<file path="src/rtl/sctrl_read_arbiter.sv">
// sctrl_read_arbiter: two-requester read arbiter and burst sequencer for the
// sensor_ctrl read port. Requester 0 is the AXI slave wrapper, requester 1 is
// the DMA drain engine. One burst is granted at a time; each beat takes a
// FETCH cycle (address out, data captured) and a RESP cycle (registered data
// offered to the owner until accepted).
//
// Build option:
//   SCTRL_ARB_FIXED_PRI_EN - when defined, requester 0 always wins a tie and
//                            no round-robin pointer exists. Default is
//                            round-robin arbitration.
module sctrl_read_arbiter #(
    parameter int ADDR_W = 6,
    parameter int DATA_W = 32,
    parameter int LEN_W  = 4
) (
    input  logic                  clk,
    input  logic                  resetn,
    input  logic [1:0]            req_valid,
    input  logic [2*ADDR_W-1:0]   req_addr,
    input  logic [2*LEN_W-1:0]    req_len,
    output logic [1:0]            req_ready,
    output logic [1:0]            rsp_valid,
    output logic [DATA_W-1:0]     rsp_data,
    output logic                  rsp_last,
    input  logic [1:0]            rsp_ready,
    input  logic                  hold,
    output logic [ADDR_W-1:0]     sctrl_addr,
    input  logic [DATA_W-1:0]     sctrl_out,
    output logic                  busy,
    output logic                  owner
);

    typedef enum logic [1:0] {
        IDLE  = 2'd0,
        FETCH = 2'd1,
        RESP  = 2'd2
    } state_t;

    state_t              state_q;
    state_t              state_d;
    logic                owner_q;
    logic [ADDR_W-1:0]   base_q;
    logic [LEN_W-1:0]    len_q;
    logic [LEN_W-1:0]    beat_q;
    logic [DATA_W-1:0]   data_q;

    logic                win;
    logic                grant;
    logic                handshake;
    logic                last_beat;
    logic [ADDR_W-1:0]   fetch_addr;

    // Address wraps naturally modulo 2^ADDR_W, so bursts may cross the top
    // of the sensor buffer.
    assign fetch_addr = base_q + ADDR_W'(beat_q);
    assign last_beat  = (beat_q == len_q);
    assign handshake  = (state_q == RESP) && rsp_ready[owner_q];

`ifdef SCTRL_ARB_FIXED_PRI_EN
    assign win = ~req_valid[0];
`else
    logic rr_q;

    assign win = (&req_valid) ? rr_q : req_valid[1];

    // Round-robin pointer moves to the other requester when a burst finishes.
    always_ff @(posedge clk or negedge resetn) begin
        if (!resetn) begin
            rr_q <= 1'b0;
        end else if (handshake && last_beat) begin
            rr_q <= ~owner_q;
        end
    end
`endif

    // Next-state logic; grants only leave IDLE while hold is low.
    always_comb begin
        state_d = state_q;
        grant   = 1'b0;
        case (state_q)
            IDLE: begin
                if (!hold && (|req_valid)) begin
                    grant   = 1'b1;
                    state_d = FETCH;
                end
            end
            FETCH: begin
                state_d = RESP;
            end
            RESP: begin
                if (handshake) begin
                    state_d = last_beat ? IDLE : FETCH;
                end
            end
            default: begin
                state_d = IDLE;
            end
        endcase
    end

    // State, burst context and data register; reset drops any burst in flight.
    always_ff @(posedge clk or negedge resetn) begin
        if (!resetn) begin
            state_q <= IDLE;
            owner_q <= 1'b0;
            base_q  <= '0;
            len_q   <= '0;
            beat_q  <= '0;
            data_q  <= '0;
        end else begin
            state_q <= state_d;
            if (grant) begin
                owner_q <= win;
                base_q  <= win ? req_addr[ADDR_W +: ADDR_W] : req_addr[0 +: ADDR_W];
                len_q   <= win ? req_len[LEN_W +: LEN_W] : req_len[0 +: LEN_W];
                beat_q  <= '0;
            end
            if (state_q == FETCH) begin
                data_q <= sctrl_out;
            end
            if (handshake && !last_beat) begin
                beat_q <= beat_q + 1'b1;
            end
        end
    end

    assign req_ready  = grant ? (win ? 2'b10 : 2'b01) : 2'b00;
    assign rsp_valid  = (state_q == RESP) ? (owner_q ? 2'b10 : 2'b01) : 2'b00;
    assign rsp_data   = data_q;
    assign rsp_last   = (state_q == RESP) && last_beat;
    assign sctrl_addr = (state_q == IDLE) ? '0 : fetch_addr;
    assign busy       = (state_q != IDLE);
    assign owner      = owner_q;

endmodule

</file>
<file path="config.mk">
export PLATFORM = sky130hd
export DESIGN_NAME = sctrl_read_arbiter
export DESIGN_NICKNAME = d
export VERILOG_FILES = /design/src/rtl/sctrl_read_arbiter.sv
export SDC_FILE = /design/constraint.sdc
export NUM_CORES = 1
export LEC_CHECK = 0
export ABC_AREA = 0
export CAP_MARGIN = 5
export CORE_ASPECT_RATIO = 0.7
export CORE_MARGIN = 2
export CORE_UTILIZATION = 41
export DETAILED_ROUTE_END_ITERATION = 16
export PLACE_DENSITY_LB_ADDON = 0.05
export SYNTH_ARGS = -nofsm -noshare
export SYNTH_HDL_FRONTEND = slang
export SYNTH_SLANG_ARGS = --single-unit
</file>
<file path="constraint.sdc">
create_clock -name clk -period 2.1 [get_ports clk]
set_input_delay 0.21 -clock clk [delete_from_list [all_inputs] [get_ports clk]]
set_output_delay 0.21 -clock clk [all_outputs]
set_load 0.03 [all_outputs]
</file>
==> impl_metrics.toml, run 1 <==
[outcome]
outcome = "finished clean"

[detailed_routing]
viasPerCell = 4.836
dr.first_iter.drc_count = 110
ant_nets = 0
first_pass_iters = 5
routed_wl_um = 5330
vias = 1765
avgRoutedWirePerCell_um = 14.60
drc = 0

[finish]
fin_cells = 365
nets = 357
antennaDiodeCount = 0
register_area_um2 = 1254
drive_gt1_share_pct = 24.57
area_growth_pct = 58.16
final_common_cell = "clkdlybuf4s50_1"
multi_input_area_um2 = 952.2
fillers = 412
layout_common_cells = "clkdlybuf4s50_1 (94), dfrtp_1 (48), mux2_2 (33)"

[logic_synthesis]
synth-seq-cells = 50
ys_async_sr_fraction_pct = 100.0
ys_seq_area_share_pct = 55.13
ys_types = 31
synth.top_cell.area_share_pct = 55.13
synth_edf_count = 0
syn-instance-count = 176
syn_area_per_cell_um2 = 12.90
synthFlopType = "dfrtp_1"
yosysWarnings = 0
syn_area_um2 = 2270
netlist_top_cells_area = "dfrtp_1 (55%), mux2_2 (16%), a222oi_1 (4.4%), ha_1 (2.8%), xor2_1 (2.7%)"
synth_top_area_cell = "dfrtp_1"
synth_nets = 241

[floorplanning]
die_x_um = 92.93
core_um2 = 5285
dieHeight_um = 66.25
die_area_um2 = 6157
rows = 22
initial_core_util_pct = 42.95
io_pins = 104

[timing]
rsz0062_at_grt = "yes"
min_period_over_period_pct = 99.82
fmax_mhz = 477.0
fin_crit_ps = 2096
slew_headroom_pct = 65.26
finalSetupViolations = 0
worst_slack_ps = 3.705
setup_tns_ps = 0
hold_violations = 0
worst_pin_slew_ps = 521.1
worst_clock_skew_ps = 5.905
slew_violations = 0

[worst_setup_path]
crit_fanout = 2
endpoint_kind = "primary output"
cp.depth = 7
crit_slowest_cell = "dfrtp_1"
critPathBufInv = 1
worst_path_largest_cell_delay_ps = 390
critPathKind = "register to primary output"
cp-start-kind = "register"
cpLargestDelayFamily = "adder cells"
worstRegToRegCells = 7
path_cells = "ha_2, fa_2, a21o_1, a21oi_2, xor2_1, nor2_1, buf_4"
cp_data_arrival_time_ps = 1890
cp_data_required_time_ps = 1890

[clock_network]
cts_root_buffer = "clkbuf_8"
clock_sinks = 50
clock_latency_ps = 290
cts_tree = "yes"
cts_made_buffers = 5
htreeDepth = 2
cts_buffer_depth = 2
path_clk_slew_ps = 90

[power]
p_leak_nw = 1.622
p_sw_w = 0.002279
seq_power_share_pct = 30.4
power.total_w = 0.005615
switching_share_pct = 40.59
powerDensity_nw_per_um2 = 1564
p_clk_share_pct = 11.7
ir_drop_v = 0.0009638
combPwrFrac_pct = 57.9
p_int_w = 0.003336

[job]
drv_cap = 0

[global_routing]
grt_max_degree = 30
grt_first_pass_wirelength_um = 8411
antenna_found_initial = 0
grt_pass1_vias = 1765
grt_usage_pct = 17.66
grt-ovfl-total = 0

[placed_design]
place_ws_ps = 157.1
dp_hpwl_um = 4060
place_congestion = 0.8342
place_inst = 351
io_buffers = 103

[hold_path]
hp-class = "input pin to async pin"
==> logic make-up (layout without fill, tap and decap cells) <==
group	after synthesis	after routing	share of synthesized area (%)
AND/OR/NAND/NOR	29	29	7.828
adder cells (fa/ha/maj)	6	6	3.638
AO/OA/AOI/OAI	28	28	9.703
XOR/XNOR	9	9	3.473
flip-flops	50	50	55.13
multiplexers	33	33	16.37
buffers and inverters	21	138	3.859
==> worst paths after layout <==
kind	end	slack, ps	start
min in group clk	rsp_data[26]	510	rsp_data[26]
hold reg to reg	rsp_data[26]	510	rsp_data[26]
max in group asynchronous	rsp_data[26]	1160	resetn
setup / recovery	sctrl_addr[4]	4	base_q[0]
hold / removal	len_q[0]	420	resetn
setup reg to reg	beat_q[2]	380	beat_q[0]
==> power groups by stage <==
stage                     Sequential (W)  Clock [W]  Combinational [W]
after CTS                        0.00172   0.000684            0.00325
final                            0.00171   0.000656            0.00325
after global placement           0.00171          0            0.00318
after global routing             0.00178   0.000725            0.00347
after floorplan                  0.00236          0            0.00129
after detailed placement         0.00173          0            0.00321
==> timing repair <==
item	4_1_cts	5_1_grt
endpoints found under the setup margin	2	3
pin swaps	4	2
resized for setup	5	1
buffers inserted	2	3
endpoints found under the hold margin	21	0
hold buffers	1	0
==> Yosys cell counts, types with 3 or more instances <==
| master | count |
|---|---|
| a21o_1 | 3 |
| a222oi_1 | 10 |
| and3_1 | 3 |
| buf_2 | 7 |
| dfrtp_1 | 50 |
| ha_1 | 5 |
| inv_1 | 14 |
| mux2_2 | 33 |
| nand2_1 | 5 |
| nand2b_1 | 4 |
| nor2_1 | 6 |
| o211ai_1 | 4 |
| o21ai_0 | 4 |
| xor2_1 | 7 |
==> layout make-up <==
class                      instances  area share (%)
multi-input combinational        105           26.52
inverter                          14           1.464
timing repair buffer             116           31.51
clock buffer                       6           2.022
tap                               72           2.510
clock inverter                     2           1.046
sequential                        50           34.93
==> sequential cells by signal (all words and copies together), names as in the netlist <==
signal	cells
rr_q	1
owner	1
rsp_data	32
base_q	6
len_q	4
state_q	2
beat_q	4
==> metal layers <==
layer	wire length (um)	global-route usage [%]	share of wire, %	up-vias
met3	520	6.727	9.8	2
met5	0	0	0	-
met2	2251	25.54	42	68
li1	-	-	-	867
met1	2543	25.11	48	828
met4	14	4.044	0.26	0
==> per-stage QoR <==
stage          hold WS [ps]  util [%]  area (um2)
3_5_place_dp          216.9     64.49        3408
4_1_cts               429.3     67.47        3566
2_1_floorplan        -85.59         -        2270
6_report              419.0     67.92        3590
5_1_grt               454.0     67.92        3590
3_3_place_gp          222.4     64.49        3408
No activity file was read; power rests on OpenSTA's default activity.
==> run 2, diff against run 1 <==
CORE_MARGIN = 10   (was 2)
==> impl_metrics.toml, run 2 (same netlist as run 1, synthesis figures left out) <==
[clock_network]
cts_tree = "yes"
clock_latency_ps = 290
path_clk_slew_ps = 90
cts_buffer_depth = 2
cts_made_buffers = 5
clock_sinks = 50
htreeDepth = 2
cts_root_buffer = "clkbuf_8"

[finish]
largest_reg_flops = 32
final_core_util_pct = 67.64
area_growth_pct = 58.32
antennaDiodeCount = 0
final_common_cell = "clkdlybuf4s50_1"
nets = 358
drive_gt1_share_pct = 25.60
layout_common_cells = "clkdlybuf4s50_1 (94), dfrtp_1 (47), mux2_2 (33)"

[detailed_routing]
vias = 1748
viasPerCell = 4.789
drc = 0
ant_nets = 0
avgRoutedWirePerCell_um = 17.07
dr.first_iter.drc_count = 101
routed_wl_um = 6231
first_pass_iters = 4

[timing]
worst_pin_slew_ps = 658.3
finalSetupViolations = 1
fin_crit_ps = 2140
slew_headroom_pct = 56.11
hold_violations = 0
worst_slack_ps = -40.04
rsz0062_at_grt = "yes"
worst_clock_skew_ps = 10.17
slew_violations = 0
min_period_over_period_pct = 101.9
fmax_mhz = 467.3
hold_slack_ps = 486.5

[global_routing]
grt-ovfl-total = 0
antenna_found_initial = 0
grt_pass1_vias = 1786
grt_first_pass_wirelength_um = 9342
grt_max_degree = 27
grt_usage_pct = 13.35

[floorplanning]
io_pins = 104
die_x_um = 108.9
initial_core_util_pct = 42.72
core_um2 = 5313
dieHeight_um = 82.25
die_area_um2 = 8959
rows = 22

[worst_setup_path]
cp_data_arrival_time_ps = 1930
endpoint_kind = "primary output"
crit_slowest_cell = "dfrtp_1"
cp-start-kind = "register"
path_cells = "ha_2, fa_2, a21o_1, a21oi_2, xor2_1, nor2_1, buf_4"
regToRegStartpoint = "beat_q[0]"
critPathKind = "register to primary output"
crit_start = "base_q[0]"
worst_path_largest_cell_delay_ps = 390
cp_data_required_time_ps = 1890
crit_fanout = 2

[power]
ir_drop_v = 0.0007743
p_leak_nw = 1.624
powerDensity_nw_per_um2 = 1577

[placed_design]
dp_hpwl_um = 4787
place_congestion = 0.7697
io_buffers = 103

[outcome]
outcome = "complete, but fails checks"
violations = "setup timing"

[job]
drv_cap = 0

[hold_path]
hp-class = "input pin to async pin"
run 2: changes by cell type in the layout (fill, tap and decap cells not counted):
cell and delta:
a22oi_1 -1, dfrtp_1 -1, buf_4 +2, clkbuf_8 +1, clkbuf_1 -1, a22oi_2 +1, buf_12 -1, dfrtp_2 +1
clkinvlp_4 -1
run 2: path summary, 6_finish.rpt:
| check | endpoint | slack, ps | cells past startpoint |
|---|---|---|---|
| worst max-delay path | sctrl_addr[4] | -40 | 7 |
| worst min-delay path | rsp_data[22] | 490 | 2 |
| worst max register to register | beat_q[2] | 380 | 7 |
| worst min register to register | rsp_data[29] | 510 | 1 |
| max in group asynchronous | beat_q[1] | 1030 | 3 |
| min in group clk | rsp_data[29] | 510 | 1 |
run 2: per-stage QoR:
step                setup slack [ps]  power, W  instances  instance area (um2)  TNS (ps)
global placement               169.9  0.004932        351                 3396         0
floorplan                      45.28  0.003647        176                 2270         0
CTS                           -50.18  0.005710        360                 3550    -50.18
global route                  -149.2  0.006038        365                 3593    -161.6
detailed placement             158.2  0.004976        351                 3396         0
finish                        -40.04  0.005668        365                 3593    -40.04
run 2: timing repair:
action | CTS | global route
pin swaps | 0 | 4
gates resized for setup | 6 | 2
endpoints found under the hold margin | 25 | 0
hold buffers | 1 | 0
setup endpoints to repair | 2 | 3
setup buffers | 1 | 5
run 2: per-layer routing:
layer / part of all wire [%] / GRT usage, % / routed length, um / up-vias
met5: 0 / 0 / 0 / -
met4: 0.27 / 1.969 / 17 / 0
met3: 12 / 6.651 / 741 / 2
met2: 44 / 19.59 / 2726 / 61
met1: 44 / 17.69 / 2746 / 824
li1: - / - / - / 861
run 2: layout make-up:
| class | count | area, um2 |
|---|---|---|
| Clock buffer | 6 | 82.58 |
| Clock inverter | 1 | 30.03 |
| Fill cell | 411 | 1719 |
| Inverter | 14 | 52.55 |
| Multi-Input combinational cell | 105 | 957.2 |
| Sequential cell | 50 | 1255 |
| Tap cell | 72 | 90.09 |
| Timing Repair Buffer | 117 | 1126 |
run 2: worst max-delay path: cells and delay by family, from the launching register on:
| kind | cells | cell delay (ps) |
|---|---|---|
| AOI/OAI and AO/OA | 2 | 300 |
| xor gates and xnor gates | 1 | 150 |
| adders and majority gates | 2 | 600 |
| buffers and inverters | 1 | 160 |
| DFF | 1 | 390 |
| and+or+nand+nor | 1 | 50 |
run 2: power by group:
group / total (W) / internal [W] / switching [W]
registers: 0.00172 / 0.00142 / 0.000292
clock network: 0.000680 / 0.000381 / 0.000298
logic: 0.00327 / 0.00154 / 0.00173
total: 0.00567 / 0.00335 / 0.00232
==> run 3, diff against run 2 <==
CORE_ASPECT_RATIO = 0.9   (was 0.7)
CORE_UTILIZATION = 37   (was 41)
clock period = 1.95 ns   (was 2.1 ns; I/O delays follow)
==> impl_metrics.toml, run 3 (same netlist as run 1, synthesis figures left out) <==
[worst_setup_path]
critPathBufInv = 1
path_cells = "ha_2, fa_2, a21o_1, a21oi_2, xor2_1, nor2_2, buf_6"
cp.depth = 7
worstRegToRegCells = 6
crit_start = "beat_q[0]"
reg2reg_slack_ps = 330
worst_path_largest_cell_delay_ps = 400
r2r_end = "beat_q[2]"
crit_slowest_cell = "dfrtp_1"
cpLargestDelayFamily = "adder cells"
cp-start-kind = "register"
endpoint_kind = "primary output"
cp_data_required_time_ps = 1750
cp_data_arrival_time_ps = 1920
critPathKind = "register to primary output"
crit_fanout = 2
crit_end = "sctrl_addr[4]"
regToRegStartpoint = "beat_q[1]"

[global_routing]
grt-ovfl-total = 0
grt_pass1_vias = 1967
antenna_found_initial = 0
grt_max_degree = 34
grt_first_pass_wirelength_um = 10010
grt_usage_pct = 13.02

[detailed_routing]
dr.first_iter.drc_count = 85
ant_nets = 0
vias = 1800
avgRoutedWirePerCell_um = 16.70
first_pass_iters = 5
routed_wl_um = 6194
drc = 0
viasPerCell = 4.852

[clock_network]
path_clk_slew_ps = 90
cts_root_buffer = "clkbuf_8"
clock_sinks = 50
clock_latency_ps = 300
htreeDepth = 2
cts_made_buffers = 5
cts_tree = "yes"
cts_buffer_depth = 2

[timing]
fin_crit_ps = 2118
worst_slack_ps = -167.7
min_period_over_period_pct = 108.6
hold_violations = 0
slew_headroom_pct = 62.00
finalSetupViolations = 4
worst_clock_skew_ps = 8.450
slew_violations = 0
worst_pin_slew_ps = 570.0
setup_tns_ps = -323.1
fmax_mhz = 472.2
rsz0062_at_grt = "yes"

[floorplanning]
initial_core_util_pct = 38.98
rows = 26
dieHeight_um = 94.30
io_pins = 104
die_area_um2 = 9671
core_um2 = 5823
die_x_um = 102.6

[placed_design]
place_congestion = 0.7643
place_ws_ps = -11.84
place_inst = 351
io_buffers = 103
dp_hpwl_um = 4649

[finish]
final_common_cell = "clkdlybuf4s50_1"
multi_input_area_um2 = 994.7
drive_gt1_share_pct = 28.57
fillers = 470
area_growth_pct = 62.73
antennaDiodeCount = 0
fin_cells = 371
final_core_util_pct = 63.43
register_area_um2 = 1251
layout_common_cells = "clkdlybuf4s50_1 (90), dfrtp_1 (50), mux2_2 (33)"
nets = 365
largest_reg_flops = 32

[power]
ir_drop_v = 0.0008536
p_leak_nw = 1.714
powerDensity_nw_per_um2 = 1662
power.total_w = 0.006139

[hold_path]
hp-class = "input pin to async pin"

[outcome]
violations = "setup timing"
outcome = "complete, but fails checks"

[job]
drv_cap = 0
==> run 3: changes by cell type in the layout (fill, tap and decap cells not counted), sizes merged <==
| cell | before | now |
|---|---|---|
| buf | 22 | 29 |
| clkdlybuf4s50 | 94 | 90 |
| dlymetal6s2s | 0 | 3 |
| bufinv | 1 | 0 |
| clkbuf | 6 | 7 |
| clkinv | 0 | 1 |
| dlygate4sd2 | 0 | 1 |
==> run 3: per-stage QoR <==
| step | cell area (um2) | hold slack, ps |
|---|---|---|
| floorplan | 2272 | -100.6 |
| global placement | 3423 | 231.4 |
| detailed placement | 3423 | 229.6 |
| CTS | 3616 | 435.2 |
| global route | 3694 | 461.9 |
| finish | 3694 | 415.4 |
==> run 3: worst min-delay path by stage <==
| stage | from | to | slack, ps |
|---|---|---|---|
| 3_3_place_gp | resetn | rsp_data[30] | 230 |
| 2_1_floorplan | resetn | base_q[0] | -100 |
| 5_1_grt | resetn | rsp_data[30] | 460 |
| 6_report | resetn | rr_q | 420 |
| 3_5_place_dp | resetn | rsp_data[30] | 230 |
| 4_1_cts | resetn | rsp_data[30] | 440 |
==> run 3: layer usage <==
layer	GRT usage, %	vias to the layer above	part of all wire (%)
li1	-	871	-
met1	14.52	855	39
met2	20.18	66	46
met3	8.389	8	14
met4	3.521	0	1.0
met5	0	-	0
==> run 3: repair_timing <==
item                                   in CTS  in global routing
pin swaps                                  10                  8
setup buffers                               5                  6
setup endpoints to repair                   5                 10
gates cloned                                0                  0
endpoints found under the hold margin      22                  0
gates resized for setup                    13                  7
hold buffers                                1                  0
==> run 3: worst reg2reg max path, stage by stage, from the launching register on <==
cell	delay, ps
dfrtp_1	430
buf_6	140
xor2_2	150
nor4_4	380
buf_4	190
a211oi_1	40
a31o_1	180
==> run 3: cell type report <==
| cell class | count | area share [%] |
|---|---|---|
| flip-flops and latches | 50 | 33.88 |
| inverters | 14 | 1.423 |
| repair buffers | 124 | 32.93 |
| well taps | 70 | 2.371 |
| clock inverters | 1 | 0.1355 |
| clock buffers | 7 | 2.337 |
| multi-input cells | 105 | 26.93 |
==> run 3: where the power goes <==
group / internal (W) / switching [W] / leakage (nW)
clock network: 0.000287 / 0.000335 / 0.0482
logic: 0.00179 / 0.00188 / 1.07
registers: 0.00153 / 0.000316 / 0.598
